<file path="src/rtl/locker_pkg.sv">
// Shared definitions for the keypad entry front end and the downstream access checker.
package locker_pkg;

  localparam int unsigned DIGITS_MAX = 3;
  localparam int unsigned DIGIT_W    = 4;
  localparam int unsigned PW_WIDTH   = DIGITS_MAX * DIGIT_W;

  typedef enum logic [2:0] {
    StIdle    = 3'd0,
    StCollect = 3'd1,
    StFull    = 3'd2,
    StSubmit  = 3'd3,
    StBlocked = 3'd4
  } state_e;

endpackage

</file>
<file path="src/rtl/idle_timer.sv">
// Saturating inactivity counter; expired flags the cycle in which the count reaches its limit.
module idle_timer #(
  parameter int unsigned TIMEOUT_CYCLES = 1000
) (
  input  logic clk,
  input  logic rstn,
  input  logic clear,
  output logic expired
);

  localparam int unsigned CntW = (TIMEOUT_CYCLES > 1) ? $clog2(TIMEOUT_CYCLES) : 1;
  localparam logic [CntW-1:0] Limit = CntW'(TIMEOUT_CYCLES - 1);

  logic [CntW-1:0] cnt_q, cnt_d;

  always_comb begin
    cnt_d = cnt_q;
    if (clear) begin
      cnt_d = '0;
    end else if (cnt_q != Limit) begin
      cnt_d = cnt_q + CntW'(1);
    end
  end

  // Limit is never zero, so a cleared counter can never look expired.
  assign expired = (cnt_d == Limit);

  always_ff @(posedge clk or negedge rstn) begin
    if (!rstn) begin
      cnt_q <= '0;
    end else begin
      cnt_q <= cnt_d;
    end
  end

endmodule

</file>
<file path="src/rtl/keypad_entry.sv">
// Keypad front end: collects three hex digits, submits them downstream, and handles
// clear, inactivity timeout and alarm lockout. Every output comes straight from a flop.
module keypad_entry
  import locker_pkg::*;
#(
  parameter int unsigned TIMEOUT_CYCLES = 1000
) (
  input  logic                clk,
  input  logic                rstn,
  input  logic                key_valid,
  input  logic [3:0]          key_code,
  input  logic                key_clr,
  input  logic                key_ent,
  input  logic                alarm,
  output logic [PW_WIDTH-1:0] password,
  output logic                enter,
  output logic [1:0]          digits,
  output logic                entry_err,
  output logic                timeout
);

  state_e              state_q, state_d;
  logic [PW_WIDTH-1:0] pw_q, pw_d;
  logic [1:0]          dig_q, dig_d;
  logic                enter_q, enter_d;
  logic                err_q, err_d;
  logic                to_q, to_d;
  logic                tmr_clear, tmr_expired;

  logic any_key, entering;
  assign any_key  = key_valid | key_clr | key_ent;
  assign entering = (state_q == StCollect) || (state_q == StFull);

  // Activity restarts the idle window; only COLLECT and FULL can time out.
  assign tmr_clear = (state_q == StIdle) || (entering && any_key);

  idle_timer #(
    .TIMEOUT_CYCLES(TIMEOUT_CYCLES)
  ) u_idle_timer (
    .clk    (clk),
    .rstn   (rstn),
    .clear  (tmr_clear),
    .expired(tmr_expired)
  );

  always_comb begin
    state_d = state_q;
    pw_d    = pw_q;
    dig_d   = dig_q;
    enter_d = 1'b0;
    err_d   = 1'b0;
    to_d    = 1'b0;

    if (alarm) begin
      state_d = StBlocked;
      pw_d    = '0;
      dig_d   = '0;
    end else begin
      unique case (state_q)
        StBlocked: state_d = StIdle;
        StSubmit: begin
          state_d = StIdle;
          pw_d    = '0;
          dig_d   = '0;
        end
        StIdle, StCollect, StFull: begin
          if (key_clr) begin
            state_d = StIdle;
            pw_d    = '0;
            dig_d   = '0;
          end else if (key_ent) begin
            if (state_q == StFull) begin
              state_d = StSubmit;
              enter_d = 1'b1;
            end else begin
              state_d = StIdle;
              pw_d    = '0;
              dig_d   = '0;
              err_d   = 1'b1;
            end
          end else if (key_valid) begin
            if (state_q == StFull) begin
              err_d = 1'b1;
            end else begin
              pw_d    = {pw_q[PW_WIDTH-DIGIT_W-1:0], key_code};
              dig_d   = dig_q + 2'd1;
              state_d = (dig_q == 2'(DIGITS_MAX - 1)) ? StFull : StCollect;
            end
          end else if (entering && tmr_expired) begin
            state_d = StIdle;
            pw_d    = '0;
            dig_d   = '0;
            to_d    = 1'b1;
          end
        end
        default: begin
          state_d = StIdle;
          pw_d    = '0;
          dig_d   = '0;
        end
      endcase
    end
  end

  always_ff @(posedge clk or negedge rstn) begin
    if (!rstn) begin
      state_q <= StIdle;
      pw_q    <= '0;
      dig_q   <= '0;
      enter_q <= 1'b0;
      err_q   <= 1'b0;
      to_q    <= 1'b0;
    end else begin
      state_q <= state_d;
      pw_q    <= pw_d;
      dig_q   <= dig_d;
      enter_q <= enter_d;
      err_q   <= err_d;
      to_q    <= to_d;
    end
  end

  assign password  = pw_q;
  assign enter     = enter_q;
  assign digits    = dig_q;
  assign entry_err = err_q;
  assign timeout   = to_q;

endmodule

</file>
<file path="config.mk">
export PLATFORM = sky130hd
export DESIGN_NAME = keypad_entry
export DESIGN_NICKNAME = d
export VERILOG_FILES = /design/src/rtl/locker_pkg.sv /design/src/rtl/idle_timer.sv /design/src/rtl/keypad_entry.sv
export SDC_FILE = /design/constraint.sdc
export NUM_CORES = 1
export LEC_CHECK = 0
export ABC_AREA = 1
export CAP_MARGIN = 20
export CORE_ASPECT_RATIO = 1.25
export CORE_MARGIN = 1.5
export CORE_UTILIZATION = 45
export CTS_CLUSTER_SIZE = 8
export DETAILED_ROUTE_END_ITERATION = 16
export GPL_TIMING_DRIVEN = 0
export PLACE_DENSITY_LB_ADDON = 0.25
export SYNTH_ARGS = -nofsm -noshare
export SYNTH_HDL_FRONTEND = slang
export SYNTH_SLANG_ARGS = --single-unit
</file>
<file path="constraint.sdc">
create_clock -name clk -period 1.8 [get_ports clk]
set_input_delay 0.54 -clock clk [delete_from_list [all_inputs] [get_ports clk]]
set_output_delay 0.54 -clock clk [all_outputs]
set_load 0.02 [all_outputs]
</file>
==> impl_metrics.py, run 1 <==
metrics = {
    "timing": {
        "whs_ps": 477,
        "worst_pin_slew_ps": 818,
        "hold_viol": 0,
        "max_freq_mhz": 520,
        "period_share_pct": 107,
        "worst_slack_ps": -124,
        "grt_setup_unrepaired": "yes",
        "slew_violations": 0,
        "fin_setup_tns_ps": -1340,
        "period_minus_slack_ps": 1920,
        "relSlewSlack_pct": 45.3,
        "setup_viol": 16,
        "clock_skew_ps": 5.17,
    },
    "pwr": {
        "p_per_area_nw_per_um2": 632,
        "p_leak_nw": 1.21,
        "max-vdd-ir-drop_mv": 0.448,
    },
    "yosys": {
        "synth_fp_nets": 242,
        "ys_ff_latch": 30,
        "avgSynthCellArea_um2": 7.38,
        "synth.cell_area_um2": 1700,
        "yosysSeqAreaShare_pct": 44.2,
        "synth.distinct_cells": 26,
        "ys.warnings.count": 0,
        "synthCells": 230,
    },
    "cts": {
        "numCtsBuffers": 5,
        "clockBufferDepth": 2,
        "clkLatencyLatePin_ps": 290,
        "htreeDepth": 2,
        "cts_tree": "built",
        "clk_pin_slew_ps": 60,
        "cts_sinks": 30,
        "cts_root_buf": "clkbuf_8",
    },
    "run_status": {
        "status": "complete, but fails checks",
        "violations": "negative setup slack",
    },
    "layout": {
        "area_delta_synth_final_pct": 31.0,
        "drive_gt1_share_pct": 18.2,
        "final_util_pct": 62.8,
        "antenna_cells": 0,
        "nets": 285,
        "fin_cells": 313,
    },
    "setup_path": {
        "cp-end-kind": "register",
        "max_stage_delay_ps": 440,
        "cp_max_fo": 10,
        "crit_arrival_ps": 2100,
        "crit_path_start_kind": "input port",
        "cp.required_ps": 1980,
        "cpLargestDelayFamily": "buffers and inverters",
        "crit_buf_inv": 4,
        "worst_path_max_delay_cell": "clkdlybuf4s50_1",
        "critical_path_class": "in -> reg",
        "crit_chain": "clkdlybuf4s50_1 > nor2_1 > inv_1 > nor3_1 > nor3_2 > buf_4 > buf_2 > nand3_1 > nand2_1",
    },
    "floorplan": {
        "coreArea_um2": 3540,
        "io-pin-count": 27,
        "std_cell_rows": 24,
        "dieArea_um2": 4150,
        "start_util_pct": 47.9,
        "die_w_um": 57.9,
        "die_h_um": 71.7,
    },
    "drt": {
        "drcViolationCount": 0,
        "drt_wl_total_um": 3660,
        "vias_per_cell": 4.85,
        "drt_iter0_drc": 59,
        "first_pass_iters": 6,
        "route.vias.total": 1517,
        "ant_nets": 0,
        "wl_per_cell_um": 11.7,
    },
    "run": {
        "drv_cap": 0,
    },
    "grt": {
        "grt_util_all_layers_pct": 20.6,
        "antenna_found_initial": 0,
        "grt_pass1_vias": 1472,
        "grt_max_degree": 18,
        "grt_first_pass_wirelength_um": 6440,
        "grt_overflow_total": 0,
    },
    "place": {
        "gp_congestion": 0.846,
        "io_buffer_count": 26,
        "dp.cells": 296,
        "hpwlAfterDp_um": 2660,
    },
    "worst_hold_path": {
        "hp-class": "reg -> reg",
    },
}
==> area by class of cell <==
cell class | count | area [um2]
Fill cell | 322 | 1320
Multi-Input combinational cell | 157 | 832
Sequential cell | 30 | 751
Timing Repair Buffer | 36 | 328
Inverter | 38 | 143
Clock buffer | 7 | 86.3
Tap cell | 39 | 48.8
Buffer | 5 | 31.3
Clock inverter | 1 | 5.00
==> sequential cells by signal, summed over array words and instances, names as in the netlist <==
| signal | cells |
|---|---|
| enter | 1 |
| digits | 2 |
| timeout | 1 |
| password | 12 |
| state_q | 3 |
| u_idle_timer.cnt_q | 10 |
| entry_err | 1 |
==> timing repair <==
action                                 CTS  global route
pin swaps                                5             4
buffers inserted                         6             2
cloned                                   1             0
hold buffers                             0             0
setup endpoints to repair               28            18
gates resized for setup                 29             8
endpoints found under the hold margin    0             0
==> path summary, 6_finish.rpt <==
| path | start | to | slack (ps) | depth (start not counted) |
|---|---|---|---|---|
| hold reg to reg | state_q[1] | state_q[1] | 480 | 2 |
| setup reg to reg | u_idle_timer.cnt_q[1] | password[7] | -110 | 15 |
| hold / removal | state_q[1] | state_q[1] | 480 | 2 |
| max in group asynchronous | rstn | entry_err | 500 | 2 |
| min in group asynchronous | rstn | password[2] | 730 | 1 |
| setup / recovery | alarm | password[7] | -120 | 9 |
==> cells by family (layout without fill, tap and decap cells) <==
logic type,Yosys count,count (layout),synth area share [%]
flops,30,30,44.2
buf+inv,43,87,10.2
compound gates,8,8,2.58
fa+ha+maj,2,2,1.47
xor+xnor,2,2,1.03
simple gates,145,145,40.5
==> cells in the final DEF, fill, tap and decap left out <==
master / instances
o21ai_0: 1
ha_4: 1
nand3_2: 1
nor3_1: 5
ha_1: 1
nor3_2: 2
dlygate4sd2_1: 15
nand2_1: 56
xnor2_1: 1
clkbuf_2: 1
nand4_1: 4
nand3_4: 2
clkdlybuf4s50_1: 8
dlymetal6s2s_1: 2
nand2_4: 3
clkbuf_1: 3
nor2_1: 30
buf_6: 2
buf_8: 1
nand2_2: 11
nand3_1: 23
xor2_1: 1
buf_4: 9
nor3_4: 1
nand3b_1: 2
a21oi_1: 6
clkinv_2: 1
or2_2: 1
inv_1: 36
inv_2: 2
nor2_4: 3
nor2_2: 1
clkbuf_8: 6
o21ai_2: 1
dfrtp_1: 30
buf_2: 1
==> routing by layer <==
metal / share of wire, % / global-route usage, %
met5: 0 / 0
met4: 1.6 / 6.98
met2: 53 / 34.6
met3: 3.8 / 7.04
met1: 42 / 24.5
==> worst min-delay path, stage by stage, from the launching register on <==
cell,delay [ps]
dfrtp_1,340
nand2_1,50
nand2_1,50
==> power by group <==
group          leakage (nW)  internal, mW  switching (mW)  total, mW
clock network        0.0482         0.308           0.247      0.555
registers             0.413         0.685          0.0126      0.698
logic                 0.744        0.0636          0.0896      0.153
total                  1.21          1.06           0.350       1.41
==> Yosys cell counts, drive strengths merged <==
cell type / number / share of area, %
a21oi: 6 / 1.8
nand4: 4 / 1.5
xor2: 1 / 0.52
buf: 3 / 1.4
nor2: 34 / 9.0
nor3: 8 / 2.7
or2: 1 / 0.37
nand2: 70 / 17
inv: 38 / 8.4
clkbuf: 2 / 0.44
xnor2: 1 / 0.52
dfrtp: 30 / 44
ha: 2 / 1.5
nand3b: 2 / 0.88
o21ai: 2 / 0.81
nand3: 26 / 9.0
==> per-stage QoR <==
stage	setup WS, ps	cell area [um2]	total power [mW]
final	-124	2220	1.41
after global routing	-261	2220	1.48
after CTS	-141	2190	1.42
after detailed placement	-717	2020	0.841
after global placement	-715	2010	0.835
after floorplan	-45.6	1700	0.779
No activity file was read; power rests on OpenSTA's default activity.
==> inputs of run 2 (changes only) <==
--- a/config.mk
+++ b/config.mk
@@ -13,6 +13,7 @@
 export CTS_CLUSTER_SIZE = 8
 export DETAILED_ROUTE_END_ITERATION = 16
 export GPL_TIMING_DRIVEN = 0
+export HOLD_SLACK_MARGIN = 0.05
 export PLACE_DENSITY_LB_ADDON = 0.25
 export SYNTH_ARGS = -nofsm -noshare
 export SYNTH_HDL_FRONTEND = slang
==> results of run 2 <==
Same layout as run 1: the final DEF is identical, and so are final timing and power.
